**config.mk**
```make
export PLATFORM = sky130hd
export DESIGN_NAME = mux2x32_dual_reg
export DESIGN_NICKNAME = d
export VERILOG_FILES = /design/src/rtl/mux2x32_dual_reg.sv
export SDC_FILE = /design/constraint.sdc
export NUM_CORES = 1
export LEC_CHECK = 0
export BUFFER_PORTS_ARGS = -buffer_cell sky130_fd_sc_hd__buf_2
export CAP_MARGIN = 10
export CELL_PAD_IN_SITES_DETAIL_PLACEMENT = 1
export CELL_PAD_IN_SITES_GLOBAL_PLACEMENT = 1
export CORE_MARGIN = 2
export CORE_UTILIZATION = 31
export DETAILED_ROUTE_END_ITERATION = 10
export GPL_TIMING_DRIVEN = 0
export PLACE_DENSITY = 0.88
export REMOVE_ABC_BUFFERS = 1
export SYNTH_ARGS = -nofsm -noshare
export SYNTH_HDL_FRONTEND = slang
export SYNTH_SLANG_ARGS = --single-unit
```
**constraint.sdc**
```tcl
create_clock -name clk -period 3.95 [get_ports clk]
set_clock_uncertainty 0.2 [all_clocks]
set_input_delay 1.185 -clock clk [delete_from_list [all_inputs] [get_ports clk]]
set_output_delay 1.185 -clock clk [all_outputs]
set_load 0.005 [all_outputs]
```
**src/rtl/mux2x32_dual_reg.sv**
```systemverilog
// mux2x32_dual_reg
//   2:1 datapath selector built twice: a behavioural conditional select and a
//   structural per-bit AND-OR network. Both results are visible combinationally.
//   The behavioural result is also captured in an enabled register. A registered
//   checker compares the two paths every cycle.
//
// Ports
//   clk             system clock; all state updates on the rising edge
//   rst             synchronous active-high reset
//   a, b            data inputs; a is selected when s=0, b when s=1
//   s               select
//   en              capture enable for y_q / s_q
//   y               behavioural result (combinational)
//   y_alt           structural result (combinational)
//   y_q, s_q        registered copies of y and s, loaded when en=1
//   mismatch        registered per-cycle flag: y != y_alt
//   mismatch_sticky set on any mismatch, cleared only by rst

// One bit of the structural path: (a & ~s) | (b & s), no conditional operator.
module mux2x32_dual_reg_cell (
    input  logic a,
    input  logic b,
    input  logic s,
    output logic y
);
    assign y = (a & ~s) | (b & s);
endmodule

module mux2x32_dual_reg #(
    parameter int unsigned WIDTH    = 32,
    parameter bit          CHECK_EN = 1'b1
) (
    input  logic             clk,
    input  logic             rst,
    input  logic [WIDTH-1:0] a,
    input  logic [WIDTH-1:0] b,
    input  logic             s,
    input  logic             en,
    output logic [WIDTH-1:0] y,
    output logic [WIDTH-1:0] y_alt,
    output logic [WIDTH-1:0] y_q,
    output logic             s_q,
    output logic             mismatch,
    output logic             mismatch_sticky
);

    logic [WIDTH-1:0] alt_w;
    logic [WIDTH-1:0] y_d;
    logic             s_d;

    // Behavioural path.
    always_comb begin
        y = s ? b : a;
    end

    // Structural path: one generated cell per bit.
    for (genvar i = 0; i < WIDTH; i++) begin : g_cell
        mux2x32_dual_reg_cell u_cell (
            .a (a[i]),
            .b (b[i]),
            .s (s),
            .y (alt_w[i])
        );
    end

    assign y_alt = alt_w;

    // Registered output: hold unless enabled.
    always_comb begin
        y_d = y_q;
        s_d = s_q;
        if (en) begin
            y_d = y;
            s_d = s;
        end
    end

    always_ff @(posedge clk) begin
        if (rst) begin
            y_q <= '0;
            s_q <= 1'b0;
        end else begin
            y_q <= y_d;
            s_q <= s_d;
        end
    end

    // Checker compares the y_alt output net itself, so a disturbance on that
    // net is what gets flagged. It samples every cycle regardless of en.
    if (CHECK_EN) begin : g_check
        logic mismatch_d;
        logic mismatch_q;
        logic sticky_d;
        logic sticky_q;

        always_comb begin
            mismatch_d = (y != y_alt);
            sticky_d   = sticky_q | mismatch_d;
        end

        always_ff @(posedge clk) begin
            if (rst) begin
                mismatch_q <= 1'b0;
                sticky_q   <= 1'b0;
            end else begin
                mismatch_q <= mismatch_d;
                sticky_q   <= sticky_d;
            end
        end

        assign mismatch        = mismatch_q;
        assign mismatch_sticky = sticky_q;
    end else begin : g_nocheck
        assign mismatch        = 1'b0;
        assign mismatch_sticky = 1'b0;
    end

endmodule

```
* Yosys cells after proc, flatten, opt, wreduce, memory -nomap -nowiden *
Index checks and enable logic that the tools add are counted.

operators by class
  eq/ne operators = 1
  multiplexer cells = 1
  bitwise gates (word level) = 98

operators by type and width
  operator                number
  1-bit bitwise AND       64
  1-bit OR                33
  32-bit two-way mux      1
  32-bit inequality test  1
  1-bit NOT               1

storage, ports and cells
  register bits = 35
  bits of input ports = 68
  output and inout port bits = 99

* Longest topological paths before layout *
Gate-level depths: netlist of the first run.

  depth after elaboration = 5
  depth in mapped cells = 4

* Cells and area by module *
A second synthesis of the first run with hierarchy kept.

unflattened totals
  cells, all modules = 257
  area, all modules = 2504.9 µm²

by module, submodules not included
  module                 instances  cells an instance  area each (µm²)  seq. area each (µm²)
  mux2x32_dual_reg       1          225                2024.4           700.7
  mux2x32_dual_reg_cell  32         1                  15.0             0.0

* Worst setup path before layout of the first run *
Ideal clock, no wire load.

  path type = input -> output
  start = input s
  end = output y[10]
  data arrival time = 1.883 ns
  slack = 0.682 ns
  stages on the path = 4
  buffers on the path = 3
  cells stage by stage = buf_6 buf_12 mux2_4 buf_4

on the way
  cells in the longest elaborated chain, start to end = 1

ends and longest elaborated chain
  item                line  source
  start: declaration  37    input logic s,
  32-bit two-way mux  53    y = s ? b : a;
  end: declaration    39    output logic [WIDTH-1:0] y,

Every way passes these cells.

* Final worst setup path of the first run *
  start = input s
  end = output y_alt[28]

on the way
  cells in the longest elaborated chain, start to end = 3
  elaborated cells between the ends (all ways) = 4
  classes of those cells = bitwise: 4

ends and longest elaborated chain
  item               line  source
  1-bit NOT          26    assign y = (a & ~s) | (b & s);
  1-bit bitwise AND  26
  1-bit OR *         26
  end: declaration   40    output logic [WIDTH-1:0] y_alt,

Mark *: on every way between the ends. The rest lies on a longest branch, timed or not.

==> results.sh, run 1 <==
export IMPL_area_growth_pct=18.0
export IMPL_grt_pass1_vias=1854
export IMPL_grt_overflow_total=0
export IMPL_synth_edf_count=0
export IMPL_fill_cells=895
export IMPL_cts_sinks=33
export IMPL_vias_per_cell=4.37
export IMPL_seqPwrFrac_pct=43.3
export IMPL_synth_seq_cells=33
export IMPL_grt_first_pass_wirelength_um=8760
export IMPL_port_buffers=164
export IMPL_syn_inst=213
export IMPL_post_route_period_util_pct=92.6
export IMPL_htreeDepth=2
export IMPL_hpwl_um=4300
export IMPL_ant_nets=0
export IMPL_synthArstFlopShare_pct=0
export IMPL_power_switching_uw=223
export IMPL_hold_class="reg -> reg"
export IMPL_synth_top_area_share_pct=28.4
export IMPL_synth_xor_xnor_area_share_pct=0
export IMPL_clockBufferDepth=2
export IMPL_grt_use_total_pct=13.1
export IMPL_cp_start_kind="primary input"
export IMPL_synthAdderAreaFrac_pct=0
export IMPL_synth_flop_cell="dfxtp_1"
export IMPL_place_area_sq_mm=0.00266
export IMPL_setup_slack_ns=0.291
export IMPL_cts_buffers=5
export IMPL_clkTransAtPathRegs_ns=0.06
export IMPL_p_comb_share_pct=29.0
export IMPL_seq_area_frac_synth_pct=28.4
export IMPL_finalPower_uw=853
export IMPL_synthMuxAreaShare_pct=20.6
export IMPL_yosys_cell_types_count=14
export IMPL_synth_most_common_cell="buf_4"
export IMPL_start_util_pct=32.1
export IMPL_syn_avg_cell_area_sq_um=10.9
export IMPL_nets=373
export IMPL_antenna_found_initial=0
export IMPL_setup_viol=0
export IMPL_slew_viol_final=0
export IMPL_utilization_pct=37.8
export IMPL_drive_gt1_share_pct=76.1
export IMPL_num_antenna_cells=0
export IMPL_io_pins=167
export IMPL_ys_top_cells_by_count="66 x buf_4, 33 x dfxtp_1, 32 x o21a_1, 32 x o21ba_2, 29 x mux2_4"
export IMPL_peakVddDrop_mv=0.129
export IMPL_die_area_sq_mm=0.00821
export IMPL_gp_congestion=0.690
export IMPL_crit_arrival_ns=2.27
export IMPL_root_buffer="clkbuf_8"
export IMPL_yosys_top_cells_area="dfxtp_1 28%, buf_4 21%, mux2_4 19%"
export IMPL_max_slew_margin_rel_pct=32.7
export IMPL_power_density_mw_per_mm2=311
export IMPL_drtIter0Drc=30
export IMPL_r2r_slack_ns=3.04
export IMPL_critical_path_max_fanout=33
export IMPL_status="finished, final reports clean"
export IMPL_vias=1768
export IMPL_path_class="in -> out"
export IMPL_synth_top_family_by_area="buffers and inverters"
export IMPL_die_h_um=90.6
export IMPL_fmax_mhz=273
export IMPL_drt_pre_antenna_iters=2
export IMPL_power_leakage_nw=1.43
export IMPL_cts_tree="done"
export IMPL_min_period_ns=3.66
export IMPL_dp_slack_ns=-0.0526
export IMPL_ys_warn_count=0
export IMPL_finalInstanceArea_sq_mm=0.00274
export IMPL_power_share_clock_pct=27.7
export IMPL_drc_errors=0
export IMPL_worstPathRequired_ns=2.56
export IMPL_syn_area_sq_mm=0.00232
export IMPL_core_area_sq_mm=0.00725
export IMPL_row_count=31
export IMPL_wl_um=5570
export IMPL_wl_per_cell_um=13.7
export IMPL_switching_share_pct=26.2
export IMPL_insertion_delay_ns=0.27
export IMPL_synth_area_leader_cell="dfxtp_1"
export IMPL_die_w_um=90.6
export IMPL_hold_buffers=0
export IMPL_tightest_slew_ns=1.01
export IMPL_cts_setup_buffers=0
export IMPL_endpoint_kind="output pin"
export IMPL_synth_simple_area_share_pct=0.161
export IMPL_cap_violations=0
export IMPL_grt_max_degree=35
export IMPL_p_int_uw=630
export IMPL_hold_viol=0
export IMPL_rsz0062_at_grt="false"
export IMPL_synth_compound_area_share_pct=24.1
## path summary, 6_finish.rpt
kind | startpoint | to | cells after the start
hold / removal | s_q | s_q | 2
setup / recovery | s | y_alt[28] | 3
hold reg to reg | s_q | s_q | 2
setup reg to reg | y_q[4] | y_q[4] | 2
## routing by layer
metal / vias up / GRT usage [%] / wire length (um)
met4: 0 / 3.85 / 56
met1: 846 / 12.2 / 1900
met3: 4 / 3.76 / 405
met5: - / 0 / 0
li1: 838 / - / -
met2: 80 / 26.9 / 3210
## worst max-delay path: stages
cell	delay [ns]
buf_4	0.48
mux2_2	0.45
buf_2	0.14
## registers in the layout, indices dropped and copies added, names as in the netlist
register	flops
y_q	32
s_q	1
## per-stage QoR
| stage | setup TNS [ns] | hold WS, ns | cells |
|---|---|---|---|
| 5_1_grt | 0 | 0.390 | 405 |
| 2_1_floorplan | 0 | 0.285 | 134 |
| 4_1_cts | 0 | 0.319 | 405 |
| 3_3_place_gp | -0.0495 | 0.271 | 397 |
| 3_5_place_dp | -0.105 | 0.299 | 397 |
| 6_report | 0 | 0.309 | 405 |
## cells in the final DEF (no fill, tap or decap)
cell type / count
nor2_1: 1
o21ba_2: 32
dfxtp_1: 33
buf_2: 163
mux2i_1: 1
inv_1: 1
clkbuf_8: 5
o21a_1: 32
mux2_2: 3
buf_4: 1
conb_1: 2
clkbuf_1: 3
mux2_4: 29
## final cells by class
type,count,area (sq um),area share [%]
clock buffers,8,80.1,2.92
flip-flops and latches,33,661,24.1
multi-input cells,100,1050,38.3
repair buffers,164,823,30.0
well taps,99,124,4.52
inverters,1,3.75,0.137
## power groups by stage
stage | Sequential [mW] | Clock (mW) | Combinational (mW)
2_1_floorplan | 0.379 | 0 | 0.113
3_3_place_gp | 0.375 | 0 | 0.244
3_5_place_dp | 0.377 | 0 | 0.252
4_1_cts | 0.369 | 0.255 | 0.252
5_1_grt | 0.372 | 0.267 | 0.271
6_report | 0.369 | 0.237 | 0.247
## kinds of logic after synthesis
family | count (synthesis)
other cells | 1
mux | 33
compound gates | 64
simple gates | 1
buf+inv | 81
flops | 33
## what timing repair did
action,CTS,global route
resized for setup,1,0
endpoints found under the setup margin,6,0
endpoints found under the hold margin,0,0
No activity file was read; power rests on OpenSTA's default activity.
==> run 2, diff against run 1 <==
Settings changed: CORE_MARGIN 2 to default.
==> run 2 against run 1 <==
Effect of this change:
- fmax rose by 0.82%
- non-clock buffer count did not move
- flip-flop and latch count did not move
- die area fell by 4.4%
- cell count fell by 0.25%
- final area rose by 0.23%
- clock-buffer cell count fell by 1
- setup slack improved by 0.030 ns
- utilization rose by 0.086 points
- critical path depth did not move
- clock power rose by 7%
- largest power group unchanged
==> results.sh, run 2 (synthesis gave the netlist of run 1 again) <==
export IMPL_status="finished, final reports clean"
export IMPL_largest_register="y_q"
export IMPL_cp_cell_sequence="buf_4 > mux2_2 > buf_2"
export IMPL_drive_gt1_share_pct=76.7
export IMPL_rsz0062_at_grt="false"
export IMPL_drt_pre_antenna_iters=2
export IMPL_htreeDepth=2
export IMPL_grt_use_total_pct=13.2
export IMPL_insertion_delay_ns=0.27
export IMPL_cp_start_kind="primary input"
export IMPL_root_buffer="clkbuf_8"
export IMPL_final_cell_mix="163 x buf_2, 33 x dfxtp_1, 32 x o21ba_2, 32 x o21a_1, 29 x mux2_4"
export IMPL_clockBufferDepth=2
export IMPL_antenna_found_initial=0
export IMPL_critical_path_max_stage_delay_ns=0.48
export IMPL_cts_buffers=5
export IMPL_cap_violations=0
export IMPL_path_class="in -> out"
export IMPL_tightest_slew_ns=1.01
export IMPL_die_area_sq_mm=0.00785
export IMPL_ant_nets=0
export IMPL_largestRegisters="y_q (32), s_q (1)"
export IMPL_hold_viol=0
export IMPL_power_leakage_nw=1.43
export IMPL_max_slew_margin_rel_pct=32.9
export IMPL_hold_ws_ns=0.292
export IMPL_hpwl_um=4090
export IMPL_min_period_ns=3.63
export IMPL_cts_setup_buffers=0
export IMPL_crit_arrival_ns=2.24
export IMPL_grt_overflow_total=0
export IMPL_cp_slowest_cell="buf_4"
export IMPL_wl_per_cell_um=13.2
export IMPL_wl_um=5350
export IMPL_area_growth_pct=18.2
export IMPL_hold_buffers=0
export IMPL_io_pins=167
export IMPL_gp_congestion=0.657
export IMPL_power_density_mw_per_mm2=316
export IMPL_grt_first_pass_wirelength_um=7960
export IMPL_vias=1790
export IMPL_start_util_pct=32.1
export IMPL_die_h_um=88.6
export IMPL_worstPathRequired_ns=2.56
export IMPL_nets=373
export IMPL_vias_per_cell=4.43
export IMPL_slew_viol_final=0
export IMPL_num_antenna_cells=0
export IMPL_cts_tree="done"
export IMPL_cts_sinks=33
export IMPL_peakVddDrop_mv=0.152
export IMPL_hold_class="reg -> reg"
export IMPL_final_common_cell="buf_2"
export IMPL_endpoint_kind="output pin"
export IMPL_r2r_slack_ns=3.03
export IMPL_setup_viol=0
export IMPL_fmax_mhz=276
export IMPL_grt_max_degree=35
export IMPL_grt_pass1_vias=1735
export IMPL_die_w_um=88.6
export IMPL_drtIter0Drc=21
export IMPL_finalPower_uw=870
export IMPL_critical_path_max_fanout=33
export IMPL_largest_reg_flops=32
export IMPL_port_buffers=164
export IMPL_row_count=31
export IMPL_clkTransAtPathRegs_ns=0.06
export IMPL_core_area_sq_mm=0.00725
export IMPL_fill_cells=860
export IMPL_post_cts_resized=1
export IMPL_drc_errors=0
export IMPL_post_route_period_util_pct=91.9
==> run 2: cell types whose count changed in the layout (fill, tap and decap cells not counted), sizes merged <==
cell | before | now
clkbuf | 8 | 7
==> run 2: power by group <==
group / switching (mW) / internal (mW) / leakage (nW)
Sequential: 0.0114 / 0.358 / 0.274
Combinational: 0.0998 / 0.147 / 1.11
Clock: 0.116 / 0.138 / 0.0443
Total: 0.227 / 0.643 / 1.43
==> run 2: stage by stage <==
stage	util, %	cell area (sq um)	TNS (ns)	instances	setup slack (ns)
global placement	36.7	2660	0	397	0.00495
CTS	37.9	2750	0	404	0.297
global route	37.9	2750	0	404	0.257
floorplan	-	1720	0	134	1.04
detailed placement	36.7	2660	-0.185	397	-0.0364
finish	37.9	2750	0	404	0.321
==> run 2: layer usage <==
metal	vias to the layer above	global-route usage (%)	part of all wire [%]
li1	836	-	-
met1	852	12.8	37
met4	0	4.99	1.2
met2	94	26.6	55
met3	8	3.36	6.8
met5	-	0	0
==> run 2: layout make-up <==
cell class	count	area (sq um)	share of cell area, %
Inverter	1	3.75	0.137
Multi-Input combinational cell	100	1050	38.2
Sequential cell	33	661	24.0
Tap cell	99	124	4.51
Clock buffer	7	86.3	3.14
Timing Repair Buffer	164	823	29.9
==> run 2: worst paths after layout <==
| path | start | to | depth (start not counted) |
|---|---|---|---|
| worst min register to register | s_q | s_q | 2 |
| worst min-delay path | s_q | s_q | 2 |
| worst max-delay path | s | y_alt[27] | 3 |
| worst max register to register | y_q[29] | y_q[29] | 2 |
==> run 2: worst max-delay path: cells and delay by family <==
| kind | cells | cell delay (ns) |
|---|---|---|
| buffers and inverters | 2 | 0.62 |
| multiplexers | 1 | 0.43 |
==> run 3, diff against run 2 <==
Settings changed: CORE_UTILIZATION 31 to 32, PLACE_DENSITY 0.88 to 0.89, RECOVER_POWER from default to 25, SYNTH_HIERARCHICAL from default to 1.
==> run 3 against run 2 <==
Effect of this change:
- combinational power grew 40%
- sequential power grew 6.2%
- sequential share of layout area shrank 3.8 points
- utilization grew 8.7 points
- routed wire length grew 42%
- worst hold slack lost 0.022 ns
- critical path depth grew 2
==> results.sh, run 3 <==
export IMPL_clockBufferDepth=2
export IMPL_start_util_pct=33.8
export IMPL_fill_cells=938
export IMPL_endpoint_kind="output pin"
export IMPL_grt_use_total_pct=18.6
export IMPL_switching_share_pct=31.3
export IMPL_setup_viol=0
export IMPL_core_area_sq_mm=0.00741
export IMPL_syn_area_sq_mm=0.00250
export IMPL_die_w_um=90.5
export IMPL_synth_edf_count=0
export IMPL_synth_compound_area_share_pct=10.0
export IMPL_synth_xor_xnor_area_share_pct=11.2
export IMPL_htreeDepth=2
export IMPL_place_area_sq_mm=0.00340
export IMPL_hold_viol=0
export IMPL_cts_buffers=5
export IMPL_wl_um=7610
export IMPL_grt_max_degree=66
export IMPL_grt_pass1_vias=2579
export IMPL_utilization_pct=46.6
export IMPL_grt_first_pass_wirelength_um=12400
export IMPL_critical_path_max_fanout=34
export IMPL_cap_violations=0
export IMPL_slew_viol_final=0
export IMPL_vias_per_cell=4.71
export IMPL_wl_per_cell_um=14.8
export IMPL_synthMuxAreaShare_pct=34.3
export IMPL_hold_buffers=0
export IMPL_syn_avg_cell_area_sq_um=9.75
export IMPL_largest_register="y_q"
export IMPL_ant_nets=0
export IMPL_status="finished, final reports clean"
export IMPL_synth_top_family_by_area="multiplexers"
export IMPL_cpLargestDelayFamily="buffers and inverters"
export IMPL_synthArstFlopShare_pct=0
export IMPL_synth_area_leader_cell="dfxtp_1"
export IMPL_synth_most_common_cell="dfxtp_1"
export IMPL_hpwl_um=6200
export IMPL_hold_class="reg -> reg"
export IMPL_cp_buffers_inverters=4
export IMPL_synth_seq_cells=35
export IMPL_cts_tree="done"
export IMPL_num_antenna_cells=0
export IMPL_cp_start_kind="primary input"
export IMPL_rsz0062_at_grt="false"
export IMPL_cp_slowest_cell="mux2i_1"
export IMPL_power_share_clock_pct=26.0
export IMPL_cts_sinks=35
export IMPL_dp_slack_ns=-0.0300
export IMPL_drc_errors=0
export IMPL_area_growth_pct=38.0
export IMPL_clkTransAtPathRegs_ns=0.07
export IMPL_path_class="in -> out"
export IMPL_crit_arrival_ns=2.45
export IMPL_post_route_period_util_pct=97.2
export IMPL_finalPower_uw=999
export IMPL_insertion_delay_ns=0.27
export IMPL_row_count=31
export IMPL_setup_slack_ns=0.113
export IMPL_seq_area_sq_um=701
export IMPL_die_h_um=90.5
export IMPL_synth_simple_area_share_pct=7.94
export IMPL_yosys_cell_types_count=16
export IMPL_cp_cell_sequence="buf_6 > buf_16 > mux2i_1 > inv_1 > buf_2"
export IMPL_worstPathRequired_ns=2.56
export IMPL_nets=484
export IMPL_power_switching_uw=313
export IMPL_io_pins=167
export IMPL_p_comb_share_pct=34.8
export IMPL_gp_congestion=0.729
export IMPL_root_buffer="clkbuf_8"
export IMPL_critical_path_max_stage_delay_ns=0.37
export IMPL_antenna_found_initial=0
export IMPL_p_int_uw=687
export IMPL_max_slew_margin_rel_pct=27.3
export IMPL_drtIter0Drc=31
export IMPL_power_density_mw_per_mm2=289
export IMPL_yosys_top_cells_area="dfxtp_1 28%, mux2_4 19%, xor2_1 11%"
export IMPL_ys_warn_count=6
export IMPL_synthAdderAreaFrac_pct=0
export IMPL_largest_reg_flops=32
export IMPL_die_area_sq_mm=0.00819
export IMPL_grt_overflow_total=0
export IMPL_multi_input_area_sq_mm=0.00159
export IMPL_drt_pre_antenna_iters=4
export IMPL_finalInstanceArea_sq_mm=0.00346
export IMPL_fmax_mhz=261
export IMPL_peakVddDrop_mv=0.105
export IMPL_ys_top_cells_by_count="35 x dfxtp_1, 33 x inv_1, 33 x nor2_1"
export IMPL_final_cell_mix="137 x buf_2, 35 x dfxtp_1, 33 x inv_1, 33 x nor2_1"
export IMPL_seq_area_frac_synth_pct=28.0
export IMPL_tightest_slew_ns=1.09
export IMPL_final_common_cell="buf_2"
export IMPL_synth_flop_cell="dfxtp_1"
export IMPL_synth_top_area_share_pct=28.0
export IMPL_seqPwrFrac_pct=39.2
export IMPL_syn_inst=257
export IMPL_drive_gt1_share_pct=46.4
export IMPL_min_period_ns=3.84
export IMPL_vias=2428
export IMPL_power_leakage_nw=1.79
export IMPL_port_buffers=166
## run 3: final cells by class
class | count | share of cell area, %
Multi-Input combinational cell | 174 | 46.0
Timing Repair Buffer | 167 | 24.0
Sequential cell | 35 | 20.3
Inverter | 33 | 3.58
Tap cell | 99 | 3.58
Clock buffer | 6 | 2.39
Clock inverter | 1 | 0.145
## run 3: through the flow
| step | hold slack [ns] | std cells | TNS, ns |
|---|---|---|---|
| after floorplan | 0.246 | 242 | 0 |
| after CTS | 0.269 | 515 | 0 |
| final | 0.270 | 515 | 0 |
| after global routing | 0.289 | 515 | 0 |
| after detailed placement | 0.258 | 508 | -0.0409 |
| after global placement | 0.250 | 507 | -39.74 |
## run 3: cell families after synthesis
| family | after synthesis |
|---|---|
| AOI/OAI and AO/OA | 34 |
| xor gates and xnor gates | 32 |
| buffers and inverters | 48 |
| DFF | 35 |
| muxes | 65 |
| and+or+nand+nor | 43 |
## run 3: timing repair
| item | CTS | global route |
|---|---|---|
| resized for setup | 1 | 0 |
| buffers inserted | 0 | 0 |
| endpoints found under the setup margin | 2 | 0 |
## run 3: worst min-delay path: stages, from the launching register on
cell and delay [ns]:
dfxtp_1 0.31, inv_1 0.05, a31oi_1 0.06
## run 3: layer usage
metal / track usage [%] / wire length, um
met5: 0 / 0
met4: 5.65 / 106
met3: 3.79 / 380
met2: 36.9 / 4150
met1: 19.3 / 2970
## run 3: power by group through the flow
| stage | clock (mW) | sequential (mW) | combinational [mW] |
|---|---|---|---|
| 2_1_floorplan | 0 | 0.402 | 0.169 |
| 3_3_place_gp | 0 | 0.398 | 0.339 |
| 3_5_place_dp | 0 | 0.399 | 0.355 |
| 4_1_cts | 0.271 | 0.391 | 0.357 |
| 5_1_grt | 0.286 | 0.395 | 0.381 |
| 6_report | 0.260 | 0.392 | 0.347 |
## run 3: final timing paths
check / start / to / cells past startpoint / slack, ns
worst max-delay path: s / y[4] / 5 / 0.11
worst min-delay path: mismatch_sticky / mismatch_sticky / 2 / 0.27
worst max register to register: y_q[18] / y_q[18] / 2 / 3.01
worst min register to register: mismatch_sticky / mismatch_sticky / 2 / 0.27
